**src/rtl/unified_mem_arbiter.sv**
```systemverilog
// Round-robin arbiter sharing one single-port synchronous SRAM between the
// instruction-fetch and data ports of an RV32I core, with a registered read-response path.
module unified_mem_arbiter #(
    parameter int AW    = 32,
    parameter int DW    = 32,
    parameter int CNT_W = 16
) (
    input  logic             clk,
    input  logic             rst_n,
    input  logic             if_req,
    input  logic [AW-1:0]    if_addr,
    output logic             if_gnt,
    output logic             if_rvalid,
    output logic [DW-1:0]    if_rdata,
    input  logic             d_req,
    input  logic             d_we,
    input  logic [AW-1:0]    d_addr,
    input  logic [DW-1:0]    d_wdata,
    output logic             d_gnt,
    output logic             d_rvalid,
    output logic [DW-1:0]    d_rdata,
    output logic             mem_en,
    output logic             mem_we,
    output logic [AW-1:0]    mem_addr,
    output logic [DW-1:0]    mem_wdata,
    input  logic [DW-1:0]    mem_rdata,
    output logic [CNT_W-1:0] contention_cnt
);

    localparam logic OWNER_IF = 1'b0;
    localparam logic OWNER_D  = 1'b1;

    logic             last_owner_q, last_owner_d;
    logic             resp_pending_q, resp_pending_d;
    logic             resp_owner_q, resp_owner_d;
    logic [CNT_W-1:0] cnt_q, cnt_d;
    logic             both_req;
    logic             gnt_read;

    // On a tie the requester that did not own the port last time wins.
    assign both_req = if_req & d_req;
    assign if_gnt   = if_req & (~d_req | (last_owner_q == OWNER_D));
    assign d_gnt    = d_req & (~if_req | (last_owner_q == OWNER_IF));
    assign gnt_read = if_gnt | (d_gnt & ~d_we);

    assign mem_en    = if_gnt | d_gnt;
    assign mem_we    = d_gnt & d_we;
    assign mem_addr  = if_gnt ? if_addr : (d_gnt ? d_addr : '0);
    assign mem_wdata = d_gnt ? d_wdata : '0;

    // Read data is shared; the rvalid strobes alone say whose it is.
    assign if_rvalid      = resp_pending_q & (resp_owner_q == OWNER_IF);
    assign d_rvalid       = resp_pending_q & (resp_owner_q == OWNER_D);
    assign if_rdata       = mem_rdata;
    assign d_rdata        = mem_rdata;
    assign contention_cnt = cnt_q;

    always_comb begin
        last_owner_d   = last_owner_q;
        resp_pending_d = gnt_read;
        resp_owner_d   = resp_owner_q;
        cnt_d          = cnt_q;
        if (if_gnt) begin
            last_owner_d = OWNER_IF;
        end else if (d_gnt) begin
            last_owner_d = OWNER_D;
        end
        if (gnt_read) begin
            resp_owner_d = d_gnt ? OWNER_D : OWNER_IF;
        end
        if (both_req && (cnt_q != {CNT_W{1'b1}})) begin
            cnt_d = cnt_q + 1'b1;
        end
    end

    always_ff @(posedge clk or negedge rst_n) begin
        if (!rst_n) begin
            last_owner_q   <= OWNER_D;
            resp_pending_q <= 1'b0;
            resp_owner_q   <= OWNER_IF;
            cnt_q          <= '0;
        end else begin
            last_owner_q   <= last_owner_d;
            resp_pending_q <= resp_pending_d;
            resp_owner_q   <= resp_owner_d;
            cnt_q          <= cnt_d;
        end
    end

endmodule
```
**config.mk**
```make
export PLATFORM = sky130hd
export DESIGN_NAME = unified_mem_arbiter
export DESIGN_NICKNAME = d
export VERILOG_FILES = /design/src/rtl/unified_mem_arbiter.sv
export SDC_FILE = /design/constraint.sdc
export NUM_CORES = 1
export LEC_CHECK = 0
export ABC_AREA = 1
export ABC_CLOCK_PERIOD_IN_PS = 2100
export CORE_AREA = 5 5 107 109
export CTS_CLUSTER_DIAMETER = 100
export CTS_CLUSTER_SIZE = 14
export DETAILED_ROUTE_END_ITERATION = 6
export DIE_AREA = 0 0 112 114
export PLACE_DENSITY = 0.72
export SYNTH_ARGS = -nofsm -noshare
export SYNTH_HDL_FRONTEND = slang
export SYNTH_SLANG_ARGS = --single-unit
```
**constraint.sdc**
```tcl
create_clock -name clk -period 2.1 [get_ports clk]
set_clock_uncertainty 0.2 [all_clocks]
set_input_delay 0.42 -clock clk [delete_from_list [all_inputs] [get_ports clk]]
set_output_delay 0.42 -clock clk [all_outputs]
set_load 0.01 [all_outputs]
```
# Word-level counts from Yosys, hierarchy flattened
# Index checks and enable logic that the tools add are counted.
# word_totals
ff_bits	19
in_bits	133
output_inout_bits	150
elab_cells	30
# classes
add_sub_neg	1
eq_ne	1
muxes	6
bitwise	16
n_reduce_logical	2
# op_table
op	n
2-to-1 mux 32 bit	3
adder 16 x 1 -> 16 bit (second input constant)	1
!= test 16 bit (second input constant)	1
bitwise AND 1 bit	7
NOT 1 bit	5
OR 1 bit	4
2-to-1 mux 1 bit	3
nonzero test 2 bit	1
logical AND 1 bit	1

# Logic depth before layout (Yosys ltp)
# logic_depth
ltp_word	5
depth_mapped	9
depth_no_buf	8

# Worst setup path before layout
# OpenSTA, ideal clock, no wires.
# synth_path
path_kind	reg-to-output
start	register last_owner_q
end	output mem_addr[22]
arrival_time_ps	1206
required_ps	1480
path_slack_ps	274
stages_incl_launch_ff	6
n_path_buf	1
cell_sequence	dfstp_2 -> nand2_1 -> nand2_2 -> inv_1 -> buf_2 -> a22o_1
# synth_via
elab_chain_cells	5
elab_cells_between_ends	7
classes_between	2 x mux; 5 x bitwise
# synth_rtl
element	line	rtl
from (decl)	33	logic last_owner_q, last_owner_d;
from (signal assigned)	83	last_owner_q <= last_owner_d;
NOT 1 bit	43	assign d_gnt = d_req & (~if_req | (last_owner_q == OWNER_IF));
OR 1 bit	43	
bitwise AND 1 bit	43	
via d_gnt	19	output logic d_gnt,
2-to-1 mux 32 bit (2 in series)	48	assign mem_addr = if_gnt ? if_addr : (d_gnt ? d_addr : '0);
to (decl)	24	output logic [AW-1:0] mem_addr,
# The timed path passes the listed nets, and every way through them passes these cells.

# Worst setup path in the final report
# layout_path
start	register last_owner_q
end	output mem_addr[18]
# layout_via
elab_chain_cells	5
elab_cells_between_ends	7
classes_between	2 x mux; 5 x bitwise
# layout_rtl
element	line
NOT 1 bit	43
OR 1 bit	43
bitwise AND 1 bit	43
2-to-1 mux 32 bit	48
2-to-1 mux 32 bit (*)	48
# Every way passes the cells marked *; elsewhere a longest branch is shown, timed or not.

==> metrics.md <==
| Metric | Value |
|---|---|
| Die span in x | 112 um |
| Antenna violation net count after detailed routing | 0 |
| Vias per std cell | 4.333 |
| Mean Syn Cell Area | 6.611 sq um |
| FF+latch count, synth | 19 |
| CTS Buf Count | 3 |
| Starting density of the core | about a fifth |
| Met1 WL | 4197 um |
| Clock transition at the registers of the reported paths | ~0.08 ns |
| Syn_nets | 469 |
| TritonCTS clock tree | built |
| Comb power frac | 56.8% |
| DP Area | between 3000 and 4000 sq um |
| Later-pin clock latency in the skew report | 0.26 ns |
| Register Area | ~480 sq um |
| Internal power | 1.091 mW |
| Number of I/O pins | roughly 280 |
| WL/cell | ~19 um |
| Switching part of the total | between 30 and 40% |
| Syn Inst Count | 335 |
| Max Used Layer | met5 |
| Total grt overflow | 0 |
| Final hold viol count | 0 |
| Layout cells sized above 1 | 27.62% |
| Status | complete, but fails checks |
| Setup TNS | -3.339 ns |
| H-tree depth | 1 |
| Vias | 2,678 |
| Crit path kind | reg -> out |
| Die area | 12,770 sq um |
| Area of all placed cells without fillers | 4006 sq um |
| Tcrit/Tclk final | 105.1% |
| Routed length on met2 | just over 6000 um |
| WP data arrival | 1.59 ns |
| Critical Path Start Type | flip-flop |
| DR pass1 iterations | 4 |
| Reg2reg setup slack | 0.26 ns |
| Total number of yosys warnings | 0 |
| # diodes | 0 |
| Max-cap violation count | 0 |
| Commonest non-fill, non-tap cells in the layout | clkdlybuf4s50_1 (116), nand2_1 (76), buf_2 (53) |
| Highest Clock Rate | 452.9 MHz |
| Final WL | roughly 12,000 um |
| Failing checks | negative setup slack |
| Filler cells | roughly 1,100 |
| Worst setup margin | -0.1078 ns |
| Crit. End Element | primary output |
| Vias in the first global route | around 2,700 |
| GPL Wtd Cong | 0.9721 |
| Drc violations | 0 |
| Count of final max-slew check failures | 0 |
| Initial DRC Count | 114 |
| Dpl ws | -0.7236 ns |
| Post-layout min period | 2.208 ns |
| Initial antenna violation count | 1 |
| Area growth, synth to finish | 80.90% |
| Total track usage | ~17% |
| Clock buffer depth | 2 |
| Die height | around 110 um |
| Most common cell after layout, fill and taps aside | clkdlybuf4s50_1 |
| First-pass GRT wire length | ~17,000 um |
| NetSw | 0.6019 mW |
| # rows | 38 |
| Placed insts | approximately 600 |
| Routed length on met3 | roughly 1200 um |
| Seq/Total Area, Yosys | a little over a fifth |
| VDD IR-drop max | 0.0003596 V |
| Reg power frac | 28.0% |
| Worst slew pin tran | 0.3403 ns |
| CTS root buffer | clkbuf_8 |
| # port buffers | 186 |
| Core Area | 10,510 sq um |
| Reg-to-reg endpoint | contention_cnt[4]$_DFFE_PN0P_ |
| Depth of the most critical reg-to-reg path | 9 |
| Fin util | 38.13% |
| Worst min path class | in -> async |
| Post-CTS Hold Fix Bufs | 0 |
| Post-Layout Cell Count | between 600 and 700 |
| Slew headroom | 77.23% |
| Clk network pwr share | approximately 15% |
| Area of the multi-input gates | approximately 1100 sq um |
| Final setup fails | 49 |
| HPWL Detailed | 8886 um |
| Worst path required time | ~1.5 ns |
| Sink Count | 19 |
| RSZ-0062 raised after global routing | yes |
| Nets | about 610 |
| Crit-path max FO | 8 |
| Synthesized cell area | 2215 sq um |
| Pwr per Cell Area | 422.5 nW/um^2 |
| Largest net degree at the start of global routing | 20 |
| Reg2Reg Launch Point | contention_cnt[0]$_DFFE_PN0P_ |
| Synth cell types | 26 |
| Leak Pwr | between 1.5 and 2 nW |
==> how the worst max path moves through the flow <==
stage / start / end / slack, ns / cells past startpoint
3_3_place_gp: d_req / mem_addr[31] / -0.77 / 7
2_1_floorplan: last_owner_q$_DFFE_PN1P_ / mem_addr[22] / 0.27 / 5
6_report: last_owner_q$_DFFE_PN1P_ / mem_addr[18] / -0.11 / 8
4_1_cts: last_owner_q$_DFFE_PN1P_ / mem_addr[18] / -0.22 / 9
3_5_place_dp: d_req / mem_addr[31] / -0.72 / 7
5_1_grt: last_owner_q$_DFFE_PN1P_ / mem_addr[27] / -0.16 / 8
==> sequential cells by signal, summed over array words and instances (netlist names) <==
name and flops:
contention_cnt 16, last_owner_q 1, resp_owner_q 1, resp_pending_q 1
==> layout make-up <==
| type | instances | area share, % |
|---|---|---|
| multi-input cells | 195 | 28.45 |
| clock buffers | 3 | 1.031 |
| clock inverters | 1 | 0.1249 |
| flip-flops and latches | 19 | 11.90 |
| well taps | 140 | 4.372 |
| repair buffers | 214 | 49.63 |
| inverters | 46 | 4.497 |
==> kinds of logic after synthesis <==
group / after synthesis / share of synthesized area, %
flip-flops: 19 / 21.53
buffers and inverters: 121 / 32.54
adder cells (fa/ha/maj): 1 / 0.5649
AND/OR/NAND/NOR: 153 / 29.66
XOR/XNOR: 6 / 2.373
AO/OA/AOI/OAI: 35 / 13.33
==> worst max-delay path: stages, from the launching register on <==
cell and delay [ns]:
dfstp_2 0.55, inv_2 0.05, nand2_2 0.07, nand2_4 0.06, inv_4 0.08, buf_6 0.12
buf_12 0.13, a22o_1 0.14, buf_2 0.13
==> through the flow <==
step / power [mW] / hold slack (ns)
2_1_floorplan: 0.9090 / -0.07559
3_3_place_gp: 1.364 / 0.2995
3_5_place_dp: 1.366 / 0.3016
4_1_cts: 1.697 / 0.2939
5_1_grt: 1.802 / 0.3032
6_report: 1.693 / 0.2858
==> Yosys cell counts (all sizes together) <==
master	n	share of area, %
nor2	52	9.2
xor2	2	0.79
dfrtp	18	20
ha	1	0.56
nand3	8	2.0
nor3b	1	0.34
nand4	5	2.1
a22o	32	13
inv	46	7.8
o21ai	3	0.68
nand3b	4	1.4
buf	75	25
nor3	1	0.23
nand2	82	14
dfstp	1	1.2
xnor2	4	1.6
==> power by group through the flow <==
stage,clock [mW],combinational [mW],sequential (mW)
2_1_floorplan,0,0.424,0.485
3_3_place_gp,0,0.887,0.478
3_5_place_dp,0,0.887,0.479
4_1_cts,0.278,0.945,0.475
5_1_grt,0.283,1.03,0.484
6_report,0.258,0.961,0.474
==> per-layer routing <==
metal / global-route usage [%] / vias to the layer above
li1: - / 1274
met1: 19.04 / 1216
met2: 30.42 / 172
met3: 6.684 / 14
met4: 2.484 / 2
met5: 0 / -
==> timing repair <==
action,CTS,global route
endpoints found under the setup margin,68,67
buffers inserted,11,3
gates cloned,6,1
resized for setup,300,39
pin swaps,5,8
Note: power is estimated with default switching activity, not from simulation.
